### config.mk
export PLATFORM = sky130hd
export DESIGN_NAME = mmio_bus_fabric_flat
export DESIGN_NICKNAME = d
export VERILOG_FILES = /design/src/rtl/mmio_bus_fabric_if.sv /design/src/rtl/mmio_bus_fabric.sv /design/src/flat_wrapper.sv
export SDC_FILE = /design/constraint.sdc
export NUM_CORES = 1
export LEC_CHECK = 0
export CAP_MARGIN = 20
export CORE_MARGIN = 3
export CORE_UTILIZATION = 36
export CTS_CLUSTER_DIAMETER = 120
export DETAILED_ROUTE_END_ITERATION = 6
export HOLD_SLACK_MARGIN = 0.05
export PLACE_DENSITY = 0.8
export SLEW_MARGIN = 30
export SYNTH_ARGS = -nofsm -noshare
export SYNTH_HDL_FRONTEND = slang
export SYNTH_SLANG_ARGS = --single-unit
### constraint.sdc
create_clock -name clock -period 4.6 [get_ports clock]
set_input_delay 0.69 -clock clock [delete_from_list [all_inputs] [get_ports clock]]
set_output_delay 0.69 -clock clock [all_outputs]
set_load 0.01 [all_outputs]
### src/rtl/mmio_bus_fabric_if.sv
// ---------------------------------------------------------------------------
// mmio_bus_fabric_if
//   Bundles the core-side request/response signals and the shared slave-side
//   bus of the MMIO fabric.
//
//   Core side : m_req, m_write, m_addr, m_wdata -> fabric
//               m_rdata, m_ready, m_err         <- fabric
//   Slave side: s_sel, s_write, s_addr, s_wdata -> slaves
//               s_rdata (packed, slave i at [i*DATA_W +: DATA_W]),
//               s_ready (one bit per slave)     <- slaves
//
//   modport slave  : the fabric's view. It answers the core and drives the
//                    slave bus.
//   modport master : the environment's view. This is the core plus the slave
//                    devices, and it sees the fabric from the outside.
// ---------------------------------------------------------------------------
interface mmio_bus_fabric_if #(
    parameter int NSLAVES = 4,
    parameter int ADDR_W  = 32,
    parameter int DATA_W  = 32
);
    logic                      m_req;
    logic                      m_write;
    logic [ADDR_W-1:0]         m_addr;
    logic [DATA_W-1:0]         m_wdata;
    logic [DATA_W-1:0]         m_rdata;
    logic                      m_ready;
    logic                      m_err;

    logic [NSLAVES-1:0]        s_sel;
    logic                      s_write;
    logic [ADDR_W-1:0]         s_addr;
    logic [DATA_W-1:0]         s_wdata;
    logic [NSLAVES*DATA_W-1:0] s_rdata;
    logic [NSLAVES-1:0]        s_ready;

    modport slave (
        input  m_req, m_write, m_addr, m_wdata, s_rdata, s_ready,
        output m_rdata, m_ready, m_err, s_sel, s_write, s_addr, s_wdata
    );

    modport master (
        output m_req, m_write, m_addr, m_wdata, s_rdata, s_ready,
        input  m_rdata, m_ready, m_err, s_sel, s_write, s_addr, s_wdata
    );
endinterface

### src/rtl/mmio_bus_fabric.sv
// ---------------------------------------------------------------------------
// mmio_bus_fabric
//   Memory-mapped interconnect between the core data port and NSLAVES slave
//   regions. The address is decoded against a base/mask pair for each slave.
//   When several slaves match, the lowest index wins. The selected slave is
//   held until it raises s_ready. A watchdog forces an error response when
//   the slave does not answer within TIMEOUT cycles. An unmapped address also
//   produces an error response. Every errored access updates err_addr and
//   err_count, and err_count saturates.
//
// Ports
//   clock      system clock, all state on posedge
//   reset_n    asynchronous active-low reset
//   bus        mmio_bus_fabric_if.slave (core request/response + slave bus)
//   err_addr   address of the most recent errored access
//   err_count  saturating count of errored accesses
// ---------------------------------------------------------------------------
module mmio_bus_fabric #(
    parameter int                          NSLAVES    = 4,
    parameter int                          ADDR_W     = 32,
    parameter int                          DATA_W     = 32,
    parameter logic [NSLAVES*ADDR_W-1:0]   SLAVE_BASE = '0,
    parameter logic [NSLAVES*ADDR_W-1:0]   SLAVE_MASK = '0,
    parameter int                          TIMEOUT    = 255,
    parameter logic [DATA_W-1:0]           ERR_DATA   = DATA_W'(32'hDEAD_BEEF)
) (
    input  logic                clock,
    input  logic                reset_n,
    mmio_bus_fabric_if.slave    bus,
    output logic [ADDR_W-1:0]   err_addr,
    output logic [7:0]          err_count
);

    typedef enum logic [1:0] {
        IDLE   = 2'd0,
        ACCESS = 2'd1,
        RESP   = 2'd2
    } state_t;

    state_t              state_reg, state_next;
    logic [NSLAVES-1:0]  sel_reg, sel_next;
    logic                write_reg, write_next;
    logic [ADDR_W-1:0]   addr_reg, addr_next;
    logic [DATA_W-1:0]   wdata_reg, wdata_next;
    logic [DATA_W-1:0]   rdata_reg, rdata_next;
    logic                ready_reg, ready_next;
    logic                err_reg, err_next;
    logic [7:0]          cnt_reg, cnt_next;
    logic [ADDR_W-1:0]   err_addr_reg, err_addr_next;
    logic [7:0]          err_count_reg, err_count_next;

    // ---------------------------------------------------------------------
    // Address decode
    // ---------------------------------------------------------------------
    logic [NSLAVES-1:0]  hit;
    logic [NSLAVES-1:0]  win;

    for (genvar gi = 0; gi < NSLAVES; gi++) begin : g_decode
        assign hit[gi] = (bus.m_addr & SLAVE_MASK[gi*ADDR_W +: ADDR_W])
                         == SLAVE_BASE[gi*ADDR_W +: ADDR_W];
    end

    // hit & -hit isolates the lowest set bit, so the lowest index wins on overlap.
    assign win = hit & (~hit + NSLAVES'(1));

    // ---------------------------------------------------------------------
    // Selected-slave response. Only the slave we are driving is sampled,
    // so s_ready and s_rdata from other slaves are ignored.
    // ---------------------------------------------------------------------
    logic                sel_ready;
    logic [DATA_W-1:0]   sel_rdata;

    assign sel_ready = |(bus.s_ready & sel_reg);

    always_comb begin
        sel_rdata = '0;
        for (int i = 0; i < NSLAVES; i++) begin
            if (sel_reg[i]) begin
                sel_rdata = sel_rdata | bus.s_rdata[i*DATA_W +: DATA_W];
            end
        end
    end

    // Saturating increment of the error counter.
    logic [7:0] err_count_inc;
    assign err_count_inc = (err_count_reg == 8'hFF) ? err_count_reg : err_count_reg + 8'd1;

    // ---------------------------------------------------------------------
    // State register
    // ---------------------------------------------------------------------
    always_ff @(posedge clock or negedge reset_n) begin
        if (!reset_n) begin
            state_reg     <= IDLE;
            sel_reg       <= '0;
            write_reg     <= 1'b0;
            addr_reg      <= '0;
            wdata_reg     <= '0;
            rdata_reg     <= '0;
            ready_reg     <= 1'b0;
            err_reg       <= 1'b0;
            cnt_reg       <= '0;
            err_addr_reg  <= '0;
            err_count_reg <= '0;
        end else begin
            state_reg     <= state_next;
            sel_reg       <= sel_next;
            write_reg     <= write_next;
            addr_reg      <= addr_next;
            wdata_reg     <= wdata_next;
            rdata_reg     <= rdata_next;
            ready_reg     <= ready_next;
            err_reg       <= err_next;
            cnt_reg       <= cnt_next;
            err_addr_reg  <= err_addr_next;
            err_count_reg <= err_count_next;
        end
    end

    // ---------------------------------------------------------------------
    // Next-state / output logic
    // ---------------------------------------------------------------------
    always_comb begin
        state_next     = state_reg;
        sel_next       = sel_reg;
        write_next     = write_reg;
        addr_next      = addr_reg;
        wdata_next     = wdata_reg;
        rdata_next     = rdata_reg;
        ready_next     = 1'b0;
        err_next       = err_reg;
        cnt_next       = cnt_reg;
        err_addr_next  = err_addr_reg;
        err_count_next = err_count_reg;

        case (state_reg)
            IDLE: begin
                if (bus.m_req) begin
                    write_next = bus.m_write;
                    addr_next  = bus.m_addr;
                    wdata_next = bus.m_wdata;
                    if (|hit) begin
                        sel_next   = win;
                        cnt_next   = '0;
                        state_next = ACCESS;
                    end else begin
                        // Unmapped: answer with an error right away. No slave is touched.
                        sel_next       = '0;
                        rdata_next     = ERR_DATA;
                        err_next       = 1'b1;
                        ready_next     = 1'b1;
                        err_addr_next  = bus.m_addr;
                        err_count_next = err_count_inc;
                        state_next     = RESP;
                    end
                end
            end

            ACCESS: begin
                cnt_next = cnt_reg + 8'd1;
                if (sel_ready) begin
                    // Writes return zero so m_rdata never carries stale slave data.
                    rdata_next = write_reg ? '0 : sel_rdata;
                    err_next   = 1'b0;
                    sel_next   = '0;
                    ready_next = 1'b1;
                    state_next = RESP;
                end else if (cnt_reg == 8'(TIMEOUT - 1)) begin
                    sel_next       = '0;
                    rdata_next     = ERR_DATA;
                    err_next       = 1'b1;
                    ready_next     = 1'b1;
                    err_addr_next  = addr_reg;
                    err_count_next = err_count_inc;
                    state_next     = RESP;
                end
            end

            RESP: begin
                // m_ready goes low through the ready_next default. m_rdata keeps its value.
                err_next   = 1'b0;
                state_next = IDLE;
            end

            default: begin
                sel_next   = '0;
                state_next = IDLE;
            end
        endcase
    end

    // ---------------------------------------------------------------------
    // Outputs
    // ---------------------------------------------------------------------
    assign bus.m_rdata = rdata_reg;
    assign bus.m_ready = ready_reg;
    assign bus.m_err   = err_reg;
    assign bus.s_sel   = sel_reg;
    assign bus.s_write = write_reg;
    assign bus.s_addr  = addr_reg;
    assign bus.s_wdata = wdata_reg;
    assign err_addr    = err_addr_reg;
    assign err_count   = err_count_reg;

endmodule
### src/flat_wrapper.sv
// flat-port wrapper written by rule: the top's interface ports become plain ports
module mmio_bus_fabric_flat 
#(
    parameter int                          NSLAVES    = 4,
    parameter int                          ADDR_W     = 32,
    parameter int                          DATA_W     = 32,
    parameter logic [NSLAVES*ADDR_W-1:0]   SLAVE_BASE = '0,
    parameter logic [NSLAVES*ADDR_W-1:0]   SLAVE_MASK = '0,
    parameter int                          TIMEOUT    = 255,
    parameter logic [DATA_W-1:0]           ERR_DATA   = DATA_W'(32'hDEAD_BEEF)
)
  (clock, reset_n, err_addr, err_count, bus_m_req, bus_m_write, bus_m_addr, bus_m_wdata, bus_s_rdata, bus_s_ready, bus_m_rdata, bus_m_ready, bus_m_err, bus_s_sel, bus_s_write, bus_s_addr, bus_s_wdata);
  mmio_bus_fabric_if #(.NSLAVES(NSLAVES), .ADDR_W(ADDR_W), .DATA_W(DATA_W)) bus_i ();
  input  logic clock;
  input  logic reset_n;
  output logic [ADDR_W-1:0] err_addr;
  output logic [7:0] err_count;
  input wire logic [$bits(bus_i.m_req)-1:0] bus_m_req;
  input wire logic [$bits(bus_i.m_write)-1:0] bus_m_write;
  input wire logic [$bits(bus_i.m_addr)-1:0] bus_m_addr;
  input wire logic [$bits(bus_i.m_wdata)-1:0] bus_m_wdata;
  input wire logic [$bits(bus_i.s_rdata)-1:0] bus_s_rdata;
  input wire logic [$bits(bus_i.s_ready)-1:0] bus_s_ready;
  output wire logic [$bits(bus_i.m_rdata)-1:0] bus_m_rdata;
  output wire logic [$bits(bus_i.m_ready)-1:0] bus_m_ready;
  output wire logic [$bits(bus_i.m_err)-1:0] bus_m_err;
  output wire logic [$bits(bus_i.s_sel)-1:0] bus_s_sel;
  output wire logic [$bits(bus_i.s_write)-1:0] bus_s_write;
  output wire logic [$bits(bus_i.s_addr)-1:0] bus_s_addr;
  output wire logic [$bits(bus_i.s_wdata)-1:0] bus_s_wdata;
  assign bus_i.m_req = bus_m_req;
  assign bus_i.m_write = bus_m_write;
  assign bus_i.m_addr = bus_m_addr;
  assign bus_i.m_wdata = bus_m_wdata;
  assign bus_i.s_rdata = bus_s_rdata;
  assign bus_i.s_ready = bus_s_ready;
  assign bus_m_rdata = bus_i.m_rdata;
  assign bus_m_ready = bus_i.m_ready;
  assign bus_m_err = bus_i.m_err;
  assign bus_s_sel = bus_i.s_sel;
  assign bus_s_write = bus_i.s_write;
  assign bus_s_addr = bus_i.s_addr;
  assign bus_s_wdata = bus_i.s_wdata;
  mmio_bus_fabric #(.NSLAVES(NSLAVES), .ADDR_W(ADDR_W), .DATA_W(DATA_W), .SLAVE_BASE(SLAVE_BASE), .SLAVE_MASK(SLAVE_MASK), .TIMEOUT(TIMEOUT), .ERR_DATA(ERR_DATA)) u_core (.clock(clock), .reset_n(reset_n), .bus(bus_i), .err_addr(err_addr), .err_count(err_count));
endmodule
==> results.sh <==
export IMPL_switching_share_pct=29.5
export IMPL_core_um2=16100
export IMPL_ant_nets=0
export IMPL_numClockSinks=150
export IMPL_end_kind="output pin"
export IMPL_postCtsSetupRepairBufs=0
export IMPL_antenna_cells=0
export IMPL_finalWirelength_mm=14.8
export IMPL_grt_max_degree=73
export IMPL_gr_total_overflow=0
export IMPL_max_freq_mhz=366
export IMPL_hold_buffers=0
export IMPL_nNetsFinal=879
export IMPL_rows=46
export IMPL_first_global_vias=4617
export IMPL_cp_max_fo=27
export IMPL_crit_required_ns=3.91
export IMPL_hpwl_mm=10.7
export IMPL_yosysSeqAreaShare_pct=62.4
export IMPL_cts_max_level=4
export IMPL_first_iter_violations=201
export IMPL_combPwrFrac_pct=37.3
export IMPL_initial_utilization_pct=37.3
export IMPL_cp_slowest_cell="dfrtp_1"
export IMPL_cp_arrival_ns=2.04
export IMPL_port_buffers=240
export IMPL_path_clk_slew_ns=0.06
export IMPL_async_flop_share_pct=100
export IMPL_dieArea_um2=18300
export IMPL_maxSlewViolCount=0
export IMPL_power_density_nw_per_um2=607
export IMPL_tightest_slew_ns=0.924
export IMPL_cts_resized=0
export IMPL_status="finished clean"
export IMPL_max_stage_delay_ns=0.94
export IMPL_path_cells="clkdlybuf4s50_1"
export IMPL_fin_util_pct=57.5
export IMPL_hold_class="input port to asynchronous set/reset pin"
export IMPL_wl_per_cell_um=16.5
export IMPL_period_minus_slack_ns=2.73
export IMPL_grt_pass1_wl_mm=23.5
export IMPL_crit_family="flip-flops"
export IMPL_clkPwrFrac_pct=25.1
export IMPL_antenna_found_initial=0
export IMPL_crit_path_start_kind="flop"
export IMPL_cts_tree="built"
export IMPL_period_share_pct=59.4
export IMPL_fp_dieH_um=135
export IMPL_hold_viol=0
export IMPL_die_width_um=135
export IMPL_drc=0
export IMPL_layout_drive_gt1_share_pct=21.2
export IMPL_ioPinCount=343
export IMPL_grt_use_total_pct=16.1
export IMPL_cts_root_buf="clkbuf_16"
export IMPL_setup_tns_final_ns=0
export IMPL_firstDrtPassIters=4
export IMPL_synth_edf_count=0
export IMPL_yosys_warnings=0
export IMPL_place_congestion=0.775
export IMPL_worst_clock_skew_ns=0.00434
export IMPL_cts_inserted_buffers=17
export IMPL_syn_inst=426
export IMPL_syn_cell_area_um2=6010
export IMPL_setup_viol=0
export IMPL_rsz0062_at_grt="no"
export IMPL_p_switching_mw=1.66
export IMPL_cap_violations=0
export IMPL_synth_flop_cell="dfrtp_1"
export IMPL_clockBufferDepth=2
export IMPL_seqPwrFrac_pct=37.5
export IMPL_maxSlewHeadroom_pct=38.4
export IMPL_syn_to_final_growth_pct=54.1
export IMPL_via_per_inst=4.73
export IMPL_vias=4259
export IMPL_synth_cell_types=35
export IMPL_clkLatencyLatePin_ns=0.41
export IMPL_synth_seq_cells=150
export IMPL_path_buf_inv=1
export IMPL_power_leakage_nw=3.99
export IMPL_ir_worst_vdd_uv=286
export IMPL_internal_power_mw=3.96
export IMPL_crit_type="flop to output pin"
export IMPL_syn_area_per_cell_um2=14.1
-- metal layers --
layer  global-route usage [%]  up-vias  share of wire, %
met4                     5.32        0               1.4
li1                         -     1979                 -
met2                     27.2      170                50
met1                     18.9     2094                40
met3                     6.17       16               9.2
met5                        0        -                 0
-- final timing paths --
check,from,to,slack [ns],cells after the start
worst max-delay path,u_core.bus.s_write$_DFFE_PN0P_,bus_s_write,1.87,1
worst min-delay path,reset_n,u_core.bus.m_rdata[26]$_DFFE_PN0P_,0.29,1
worst max register to register,u_core.state_reg[1]$_DFFE_PN0P_,u_core.err_addr[31]$_DFFE_PN0P_,2.05,6
worst min register to register,u_core.bus.s_wdata[27]$_DFFE_PN0P_,u_core.bus.s_wdata[27]$_DFFE_PN0P_,0.50,1
max in group asynchronous,reset_n,u_core.bus.s_addr[25]$_DFFE_PN0P_,3.32,2
min in group clock,u_core.bus.s_wdata[27]$_DFFE_PN0P_,u_core.bus.s_wdata[27]$_DFFE_PN0P_,0.50,1
-- logic make-up (layout without fill, tap and decap cells) --
kind of cell	Yosys count	after routing	synth area share (%)
adder cells (fa/ha/maj)	7	7	1.46
flip-flops	150	150	62.4
AO/OA/AOI/OAI	44	44	5.45
multiplexers	104	104	19.5
other	1	3	0.0624
AND/OR/NAND/NOR	75	75	7.08
XOR/XNOR	10	10	1.46
buffers and inverters	35	292	2.58
-- power groups by stage --
stage | sequential (mW) | combinational (mW) | clock (mW)
after floorplan | 2.26 | 0.761 | 0
after global placement | 2.09 | 2.07 | 0
after detailed placement | 2.13 | 2.12 | 0
after CTS | 2.11 | 2.14 | 1.45
after global routing | 2.18 | 2.25 | 1.50
final | 2.11 | 2.10 | 1.41
-- stage by stage --
stage / hold WS [ns] / area [um2] / total power [mW] / setup slack (ns) / std cells
2_1_floorplan: 0.394 / 6020 / 3.03 / 2.67 / 428
3_3_place_gp: 0.487 / 8660 / 4.16 / 1.66 / 869
3_5_place_dp: 0.494 / 8660 / 4.25 / 1.64 / 869
4_1_cts: 0.302 / 9260 / 5.70 / 1.85 / 901
5_1_grt: 0.332 / 9260 / 5.93 / 1.74 / 901
6_report: 0.292 / 9260 / 5.62 / 1.87 / 901
-- final cells by class --
| cell class | count | area, um2 |
|---|---|---|
| well taps | 216 | 270 |
| inverters | 13 | 48.8 |
| clock buffers | 21 | 460 |
| repair buffers | 247 | 2460 |
| flip-flops and latches | 150 | 3750 |
| multi-input cells | 243 | 2130 |
| clock inverters | 11 | 148 |
| fillers | 1295 | 6850 |
-- placed cells by master, fill, tap and decap left out, types with 3 or more instances in the layout --
cell	instances
o22a_1	24
nand3_1	13
inv_1	13
nor2b_1	26
ha_1	7
xnor2_1	3
clkdlybuf4s50_1	239
clkbuf_16	17
a21oi_1	3
nand4_1	3
o21ai_0	10
mux2_2	103
nand2_1	11
buf_4	7
clkinv_2	3
bufinv_16	3
dfrtp_1	150
nor2_1	9
xor2_1	7
conb_1	3
-- cells in the mapped netlist (all sizes together) (4+ instances only) --
library cell | number | area share, %
dfrtp | 150 | 62
mux2 | 103 | 19
nor2b | 26 | 2.7
o22a | 24 | 3.5
inv | 13 | 0.81
nand3 | 13 | 1.1
nand2 | 12 | 0.75
buf | 11 | 1.1
clkbuf | 11 | 0.69
o21ai | 11 | 0.92
nor2 | 9 | 0.56
ha | 7 | 1.5
xor2 | 7 | 1.0
nand4 | 4 | 0.52
No activity file was read; power rests on OpenSTA's default activity.
